--- config.mk ---
export PLATFORM = sky130hd
export DESIGN_NAME = rv32_scoreboard
export DESIGN_NICKNAME = d
export VERILOG_FILES = /design/src/rtl/rv32_scoreboard.sv
export SDC_FILE = /design/constraint.sdc
export NUM_CORES = 1
export LEC_CHECK = 0
export ABC_AREA = 1
export BUFFER_PORTS_ARGS = -buffer_cell sky130_fd_sc_hd__buf_2
export CORE_UTILIZATION = 58
export DETAILED_ROUTE_END_ITERATION = 12
export PLACE_DENSITY = 0.76
export SETUP_SLACK_MARGIN = 0.1
export SLEW_MARGIN = 20
export SYNTH_ARGS = -nofsm -noshare
export SYNTH_HDL_FRONTEND = slang
export SYNTH_SLANG_ARGS = --single-unit
--- constraint.sdc ---
create_clock -name clk -period 8.6 [get_ports clk]
set_clock_uncertainty 0.2 [all_clocks]
set_input_delay 0 -clock clk [delete_from_list [all_inputs] [get_ports clk]]
set_output_delay 0 -clock clk [all_outputs]
set_load 0.02 [all_outputs]
--- src/rtl/rv32_scoreboard.sv ---
// Register scoreboard and issue gate between decode and execute.
// Optional stall statistics are enabled with `define SCOREBOARD_STATS_EN.
module rv32_scoreboard #(
    parameter int unsigned NUM_REGS = 32,
    parameter int unsigned NUM_READ = 2,
    parameter int unsigned CNT_W    = 2
) (
    input  logic                  clk,
    input  logic                  rst,
    input  logic                  issue_valid,
    output logic                  issue_ready,
    input  logic [NUM_READ*5-1:0] issue_rs_idx,
    input  logic [NUM_READ-1:0]   issue_use_rs,
    input  logic [4:0]            issue_rd,
    input  logic                  issue_wb,
    input  logic                  issue_long,
    input  logic                  issue_serialize,
    input  logic                  flush,
    input  logic                  wb_valid,
    input  logic [4:0]            wb_rd,
    output logic                  pending_any
`ifdef SCOREBOARD_STATS_EN
    ,
    output logic [31:0]           stall_raw_cnt,
    output logic [31:0]           stall_drain_cnt
`endif
);

    localparam int unsigned IDX_W = 5;
    localparam logic [CNT_W-1:0] CNT_MAX = '1;

    typedef enum logic {
        IDLE  = 1'b0,
        DRAIN = 1'b1
    } state_t;

    state_t           state;
    logic [CNT_W-1:0] cnt     [NUM_REGS];
    logic [CNT_W-1:0] eff     [NUM_REGS];
    logic [CNT_W-1:0] cnt_nxt [NUM_REGS];
    logic [NUM_REGS-1:0] inc;
    logic [NUM_REGS-1:0] dec;
    logic             any_eff;
    logic             pend_nxt;
    logic             raw_hazard;
    logic             rd_hazard;
    logic             drain_block;
    logic             fire;
    logic [CNT_W-1:0] rd_eff;
    logic [IDX_W-1:0] slot_idx;

    // Writeback bypass: a retiring writeback already frees its register this cycle.
    // Writebacks to x0 or to an idle counter are dropped so nothing underflows.
    always_comb begin
        dec     = '0;
        any_eff = 1'b0;
        for (int r = 0; r < int'(NUM_REGS); r++) begin
            eff[r] = '0;
            if (r != 0) begin
                dec[r] = wb_valid && (wb_rd == IDX_W'(r)) && (cnt[r] != '0);
                eff[r] = cnt[r] - CNT_W'(dec[r]);
            end
            any_eff = any_eff || (eff[r] != '0);
        end
    end

    // Hazard detection against the bypassed counts.
    always_comb begin
        raw_hazard = 1'b0;
        slot_idx   = '0;
        for (int i = 0; i < int'(NUM_READ); i++) begin
            slot_idx = issue_rs_idx[IDX_W*i +: IDX_W];
            if (issue_use_rs[i] && (slot_idx != '0) && (eff[slot_idx] != '0)) begin
                raw_hazard = 1'b1;
            end
        end
        rd_eff = eff[issue_rd];
        rd_hazard = 1'b0;
        if (issue_wb && (issue_rd != '0)) begin
            rd_hazard = issue_long ? (rd_eff == CNT_MAX) : (rd_eff != '0);
        end
        drain_block = any_eff && (issue_serialize || (state == DRAIN));
        issue_ready = !rst && !flush && !raw_hazard && !rd_hazard && !drain_block;
        fire        = issue_valid && issue_ready;
    end

    // Next-state counters; a simultaneous issue and writeback cancel out.
    always_comb begin
        inc      = '0;
        pend_nxt = 1'b0;
        for (int r = 0; r < int'(NUM_REGS); r++) begin
            cnt_nxt[r] = '0;
            if (r != 0) begin
                inc[r]     = fire && issue_wb && issue_long && (issue_rd == IDX_W'(r));
                cnt_nxt[r] = cnt[r] + CNT_W'(inc[r]) - CNT_W'(dec[r]);
            end
            pend_nxt = pend_nxt || (cnt_nxt[r] != '0);
        end
    end

    always_ff @(posedge clk) begin
        if (rst) begin
            for (int r = 0; r < int'(NUM_REGS); r++) begin
                cnt[r] <= '0;
            end
            state       <= IDLE;
            pending_any <= 1'b0;
        end else begin
            for (int r = 0; r < int'(NUM_REGS); r++) begin
                cnt[r] <= cnt_nxt[r];
            end
            pending_any <= pend_nxt;
            case (state)
                IDLE: begin
                    if (issue_valid && issue_serialize && any_eff && !flush) begin
                        state <= DRAIN;
                    end
                end
                DRAIN: begin
                    if (flush || !any_eff) begin
                        state <= IDLE;
                    end
                end
                default: state <= IDLE;
            endcase
        end
    end

`ifdef SCOREBOARD_STATS_EN
    // Saturating stall counters, observation only.
    always_ff @(posedge clk) begin
        if (rst) begin
            stall_raw_cnt   <= '0;
            stall_drain_cnt <= '0;
        end else begin
            if (issue_valid && raw_hazard && !flush && (stall_raw_cnt != 32'hFFFF_FFFF)) begin
                stall_raw_cnt <= stall_raw_cnt + 32'd1;
            end
            if (issue_valid && (state == DRAIN) && (stall_drain_cnt != 32'hFFFF_FFFF)) begin
                stall_drain_cnt <= stall_drain_cnt + 32'd1;
            end
        end
    end
`endif

endmodule

==> results of run 1 <==
==> cells in the mapped netlist, drive strengths merged, types with 3 or more instances <==
cell    instances
nand2         319
inv           223
nor2          170
nand3          90
dfxtp          64
ha             62
o21ai          31
a211oi         30
buf            27
nand4          25
xor2           23
xnor2          10
a21oi           9
clkbuf          8
nor3            8
o211ai          7
nand3b          6
nor4            3
o22ai           3
==> report_power, final <==
group,switching (mW),total (mW),internal [mW]
logic,0.0910,0.124,0.0327
clock network,0.136,0.375,0.239
registers,0.000102,0.297,0.297
total,0.227,0.796,0.569
==> critical path, delay by kind of cell (launching register included) <==
kind | cells | cell delay (ns)
fa+ha+maj | 2 | 0.62
flops | 1 | 0.33
simple gates | 15 | 2.84
buf+inv | 3 | 0.28
compound gates | 2 | 0.32
==> metal layers <==
| metal | track usage (%) | share of wire (%) |
|---|---|---|
| met1 | 51.4 | 42 |
| met2 | 59.4 | 40 |
| met3 | 10.6 | 12 |
| met4 | 24.6 | 5.8 |
| met5 | 0 | 0 |
==> what timing repair did <==
| action | 4_1_cts | 5_1_grt |
|---|---|---|
| setup buffers | 0 | 0 |
| hold endpoints to repair | 1 | 0 |
| hold buffers | 2 | 0 |
==> worst max-delay path by stage <==
stage / startpoint / to / slack [ns] / cells past startpoint
final: cnt[0][63]$_SDFF_PP0_ / pending_any$_SDFF_PP0_ / 3.84 / 22
after global routing: wb_rd[4] / pending_any$_SDFF_PP0_ / 3.40 / 24
after CTS: cnt[0][63]$_SDFF_PP0_ / pending_any$_SDFF_PP0_ / 3.98 / 22
after detailed placement: wb_rd[4] / pending_any$_SDFF_PP0_ / 3.68 / 24
after global placement: wb_valid / pending_any$_SDFF_PP0_ / 3.74 / 23
after floorplan: wb_valid / pending_any$_SDFF_PP0_ / 5.27 / 24
==> state kept, by name, indices dropped and copies added, names as in the netlist <==
signal	flops
cnt	62
pending_any	1
state	1
==> final cells by class <==
type                       instances  area, um^2
tap                              140         175
sequential                        64        1280
inverter                         225         847
fill                            1107        3930
multi-input combinational        805        4310
timing repair buffer              34         183
clock buffer                      13         260
clock inverter                     3        40.0
==> stage by stage <==
stage / utilization [%] / instance area [um^2] / power [mW]
6_report: 64.3 / 7100 / 0.796
5_1_grt: 64.3 / 7100 / 0.819
4_1_cts: 64.3 / 7100 / 0.792
3_5_place_dp: 61.4 / 6780 / 0.421
3_3_place_gp: 61.4 / 6780 / 0.422
2_1_floorplan: - / 6660 / 0.385
==> logic make-up after synthesis <==
group / after synthesis / share of synthesized area [%]
AO/OA/AOI/OAI: 85 / 8.07
XOR/XNOR: 33 / 4.34
adder cells (fa/ha/maj): 62 / 11.6
buffers and inverters: 260 / 16.1
flip-flops: 64 / 19.2
AND/OR/NAND/NOR: 625 / 40.6
==> metrics, run 1 <==
status finished, final reports clean; layout cells sized above 1 slightly below 8%; clock tree from TritonCTS built; Post-synth EDFFs 0; fin. max-slew vios 0; global-route wire length before repair between 30000 and 40000 um; RSZ-0062 raised after global routing no; wire per inst around 18 um; clk slew on worst S/H paths ~0.05 ns; min cycle time layout 4.76 ns; Worst Tran Pin Value about 1.2 ns; Nets 1231; die area 11900 um^2; Max stage delay on crit path roughly 0.56 ns; clock buffer count from CTS 9; Remaining DRCs 0; WHS just over 0.08 ns; most frequent cells in the layout nand2_1 (316), inv_1 (219), nor2_1 (136); DRT Pass-1 Iters 6; largest net degree at the start of global routing 65; vias in the first global route 6508; Leak approximately 3.8 nW; worst setup margin around 3.8 ns; main area contributors after synthesis dfxtp_1 (19%), nand2_1 (18%), inv_1 (12%); final cell count without fillers ~1300; Die W ~110 um; maximum level of the CTS H-tree 3; Max Cap Violations 0; Sink Count 64; Critical R2R Launch cnt[0][63]$_SDFF_PP0_; Die H 109 um; Starting Density 60.4%; Starting DRT DRC Count 911; Setup-failing EPs final 0; fin crit share a little under three fifths; commonest non-fill, non-tap cell in the layout nand2_1; kind of critical path flip-flop to flip-flop; final hold viol count 0; Area growth syn-to-layout 6.52%; post-cts resize count 0; area leader, netlist dfxtp_1; Cell Area, Synth between 6000 and 7000 um^2; WP data required approximately 8.6 ns; asr flop ratio synth 0%; critical path arrival ~4.8 ns; hold path start rst; most used cell, CP nand2_1; Worst IR Drop VDD 0.108 mV; GRT Residual Overflow 0; register-to-register path setup slack 3.84 ns; IO Pins 32; Pwr Density 112 nW/um^2; Crit Path Max Fanout 31; CP Launch Type flip-flop; Mapped Nets between 1000 and 1500; dpl ws approximately 3.7 ns; FP Rows 38; Seq/Total Area, Yosys approximately 19%; All-Layer GR Usage 40.0%; Hold Crit Depth 3; synth warn 0; Synth top area share approximately a fifth; syn_area_per_cell a little under 6 um^2; initial antenna violation count 0; RePlAce Congestion between 1 and 1.5; HP Class input pin to flip-flop; slew margin rel. about a fifth; I/O Buffers 31; DR vias between 7000 and 8000; Worst Setup End Kind flip-flop; Critical Path, Cell by Cell nor2_1 > nor3_1 > ha_1 > inv_1 > nor3_1 > nand2_1 > nor2_1 > nand2_1 > nor2_1 > nand3_1 > a21boi_0 > nand2_1 > inv_1 > nand4_4 > nor2_2 > ha_1 > inv_1 > nand4_1 > nor4_1 > nand2_1 > nor4_1 > a31oi_1; fmax around 0.21 GHz; dpl cells 1266; Post-synth top flop dfxtp_1; Reg2Reg Depth 22; Mapped Cells roughly 1100; n_diodes 0; r2r endpoint pending_any$_SDFF_PP0_; via density per instance 5.62; core area roughly 11000 um^2; setup TNS 0 ns; register bit total from synthesis 64; Slowest-stage cell, CP nand4_4; Longest Clk Path Bufs 2; Clock Tree Root clkbuf_16; Routed WL roughly 23000 um; Hold Path Sink cnt[0][20]$_SDFF_PP0_; Yosys cell types 40; Clk Latency, worst-skew pair around 0.35 ns; antenna-violating nets left 0; HPWL Detailed roughly 17000 um
(Power assumes the default switching activity.)
==> run 2, diff against run 1 <==
clock period = 4.57 ns   (was 8.6 ns; I/O delays follow)
==> run 2 against run 1 <==
Highest routed layer unchanged. Sequential share of layout area decreased by 0.24 points. Largest power group unchanged. Non-clock buffer count is 12 higher. Sequential power grew 88%. Global-route usage increased by 0.68 points. Combinational power up 96%. Critical path type unchanged.
==> metrics, run 2 (synthesized netlist as in run 1, its figures left out) <==
Crit Path Max Fanout 11 (-65%); Starting DRT DRC Count 1030 (+13%); dpl ws -0.0116 ns (-3.69 ns); design area 7200 um^2 (+1.4%); Critical Path, Cell by Cell inv_1 > a211oi_2 > ha_1 > inv_1 > nand2_1 > nand2_1 > nor3_1 > nand2_1 > nor2_1 > nand3_1 > a21boi_1 > nand2_1 > inv_1 > nand4_4 > buf_6 > nor2_2 > ha_1 > inv_1 > nand4_1 > nor4_4 > nand2_1 > nor4_1 > a31oi_1; initial antenna violation count 1 (+1); worst setup margin 0.286 ns (-3.55 ns); internal cell power 990 uW (+74%); switching part of the total 30.1% (+1.6 points); fin util 65.2% (+0.88 points); final hold viol count 0 (unchanged); Clk Latency, worst-skew pair 0.35 ns (about the same); All-Layer GR Usage 40.7% (+0.68 points); Reg2Reg Depth 23 (+4.5%); Worst IR Drop VDD 0.160 mV (+48%); CP Launch Type flip-flop; WP data required 4.57 ns (-4.03 ns); Leak 3.84 nW (+1.3%); wire per inst 17.8 um (+0.97%); most frequent cells in the layout nand2_1 (316), inv_1 (219), nor2_1 (136); layout cells sized above 1 8.66% (+0.79 points); biggest regs cnt x62, pending_any x1, state x1; setup TNS 0 ns (unchanged); Clock Tree Root clkbuf_16; IO Pins 32 (unchanged); Max stage delay on crit path 0.38 ns (-0.18 ns); Routed WL 23100 um (+1.9%); Die W 109 um (unchanged); NetSw 426 uW (+88%); die area 11900 um^2 (unchanged); Max Cap Violations 0 (unchanged); clock tree from TritonCTS built; vias in the first global route 6800 (+4.5%); Starting Density 60.4% (unchanged); Die H 109 um (unchanged); Longest Clk Path Bufs 2 (unchanged); HP Class input pin to flip-flop; HPWL Detailed 17600 um (+2.1%); Reg with most FFs cnt; DR vias 7420 (+2.9%); Slowest-stage cell, CP nor4_4; Clk pwr share 43.4% (-3.7 points); largest net degree at the start of global routing 64 (-1.5%); status finished, final reports clean; min cycle time layout 4.28 ns (-0.479 ns); Area growth syn-to-layout 7.98%; area of the multi-input gates 4340 um^2 (+0.58%); placed instance area 6870 um^2 (+1.3%); Pwr Density 197 nW/um^2 (+76%); sequential cell area 1280 um^2 (unchanged); most used cell, CP nand2_1; fin. max-slew vios 0 (unchanged); sequential fraction of design power 39.5% (+2.2 points); slew margin rel. 55.7% (+35 points); Setup-failing EPs final 0 (unchanged); Nets 1243 (+0.97%); via density per instance 5.73 (+1.9%); fin crit share 93.7% (+38 points); fmax 0.233 GHz (+11%); critical path arrival 4.28 ns (-0.48 ns); maximum level of the CTS H-tree 3 (unchanged); WHS 0.102 ns (+0.0210 ns); Remaining DRCs 0 (unchanged); clock buffer count from CTS 9 (unchanged); Hold Crit Depth 3 (unchanged); RePlAce Congestion 1.03 (-3.0%); RSZ-0062 raised after global routing no; commonest non-fill, non-tap cell in the layout nand2_1; Sink Count 64 (unchanged); I/O Buffers 31 (unchanged); antenna-violating nets left 0 (unchanged); GRT Residual Overflow 0 (unchanged); kind of critical path flip-flop to flip-flop; global-route wire length before repair 35500 um (+1.9%); fillers 1047 (-5.4%); clk slew on worst S/H paths 0.05 ns (about the same); DRT Pass-1 Iters 5 (-1); Worst Setup End Kind flip-flop; core area 11000 um^2 (unchanged); max FFs per register 62 (unchanged); FP Rows 38 (unchanged); combinational share of power 17.2% (+1.7 points); Worst Tran Pin Value 0.665 ns (-0.514 ns)
## run 2: through the flow
step	power [mW]	std cells
floorplan	0.725	1129
global placement	0.798	1276
detailed placement	0.798	1276
CTS	1.41	1294
global route	1.46	1295
finish	1.42	1296
## run 2: layout make-up
type                            count  share of cell area [%]
Clock buffer                       14                    3.39
Clock inverter                      1                  0.0696
Inverter                          225                    11.8
Tap cell                          140                    2.43
Sequential cell                    64                    17.8
Multi-Input combinational cell    805                    60.3
Antenna cell                        1                  0.0348
Timing Repair Buffer               46                    4.23
## run 2: final timing paths
kind,startpoint,end,slack [ns]
setup / recovery,cnt[0][13]$_SDFF_PP0_,pending_any$_SDFF_PP0_,0.29
hold / removal,rst,cnt[0][21]$_SDFF_PP0_,0.10
setup reg to reg,cnt[0][13]$_SDFF_PP0_,pending_any$_SDFF_PP0_,0.29
hold reg to reg,cnt[0][57]$_SDFF_PP0_,cnt[0][57]$_SDFF_PP0_,0.56
## run 2: layer usage
| layer | vias up | GRT usage, % | part of all wire (%) |
|---|---|---|---|
| met5 | - | 0 | 0 |
| met4 | 0 | 27.3 | 6.4 |
| met3 | 120 | 12.6 | 14 |
| met2 | 488 | 60.3 | 41 |
| met1 | 3257 | 50.3 | 39 |
| li1 | 3555 | - | - |
## run 2: what timing repair did
item	CTS	global route
hold buffers	3	0
pin swaps	0	2
endpoints found under the setup margin	1	1
buffers inserted	0	1
gates resized for setup	1	5
hold endpoints to repair	1	0
## run 2: critical path: cells and delay by family, from the launching register on
kind	cells	cell delay, ns
flops	1	0.35
fa+ha+maj	2	0.45
simple gates	13	2.04
buf+inv	5	0.55
compound gates	3	0.52
## run 2: power groups by stage
stage / logic, mW / clock network [mW] / registers [mW]
after CTS: 0.230 / 0.621 / 0.559
final: 0.243 / 0.614 / 0.559
after global routing: 0.259 / 0.646 / 0.559
after detailed placement: 0.227 / 0 / 0.571
after floorplan: 0.154 / 0 / 0.571
after global placement: 0.227 / 0 / 0.571
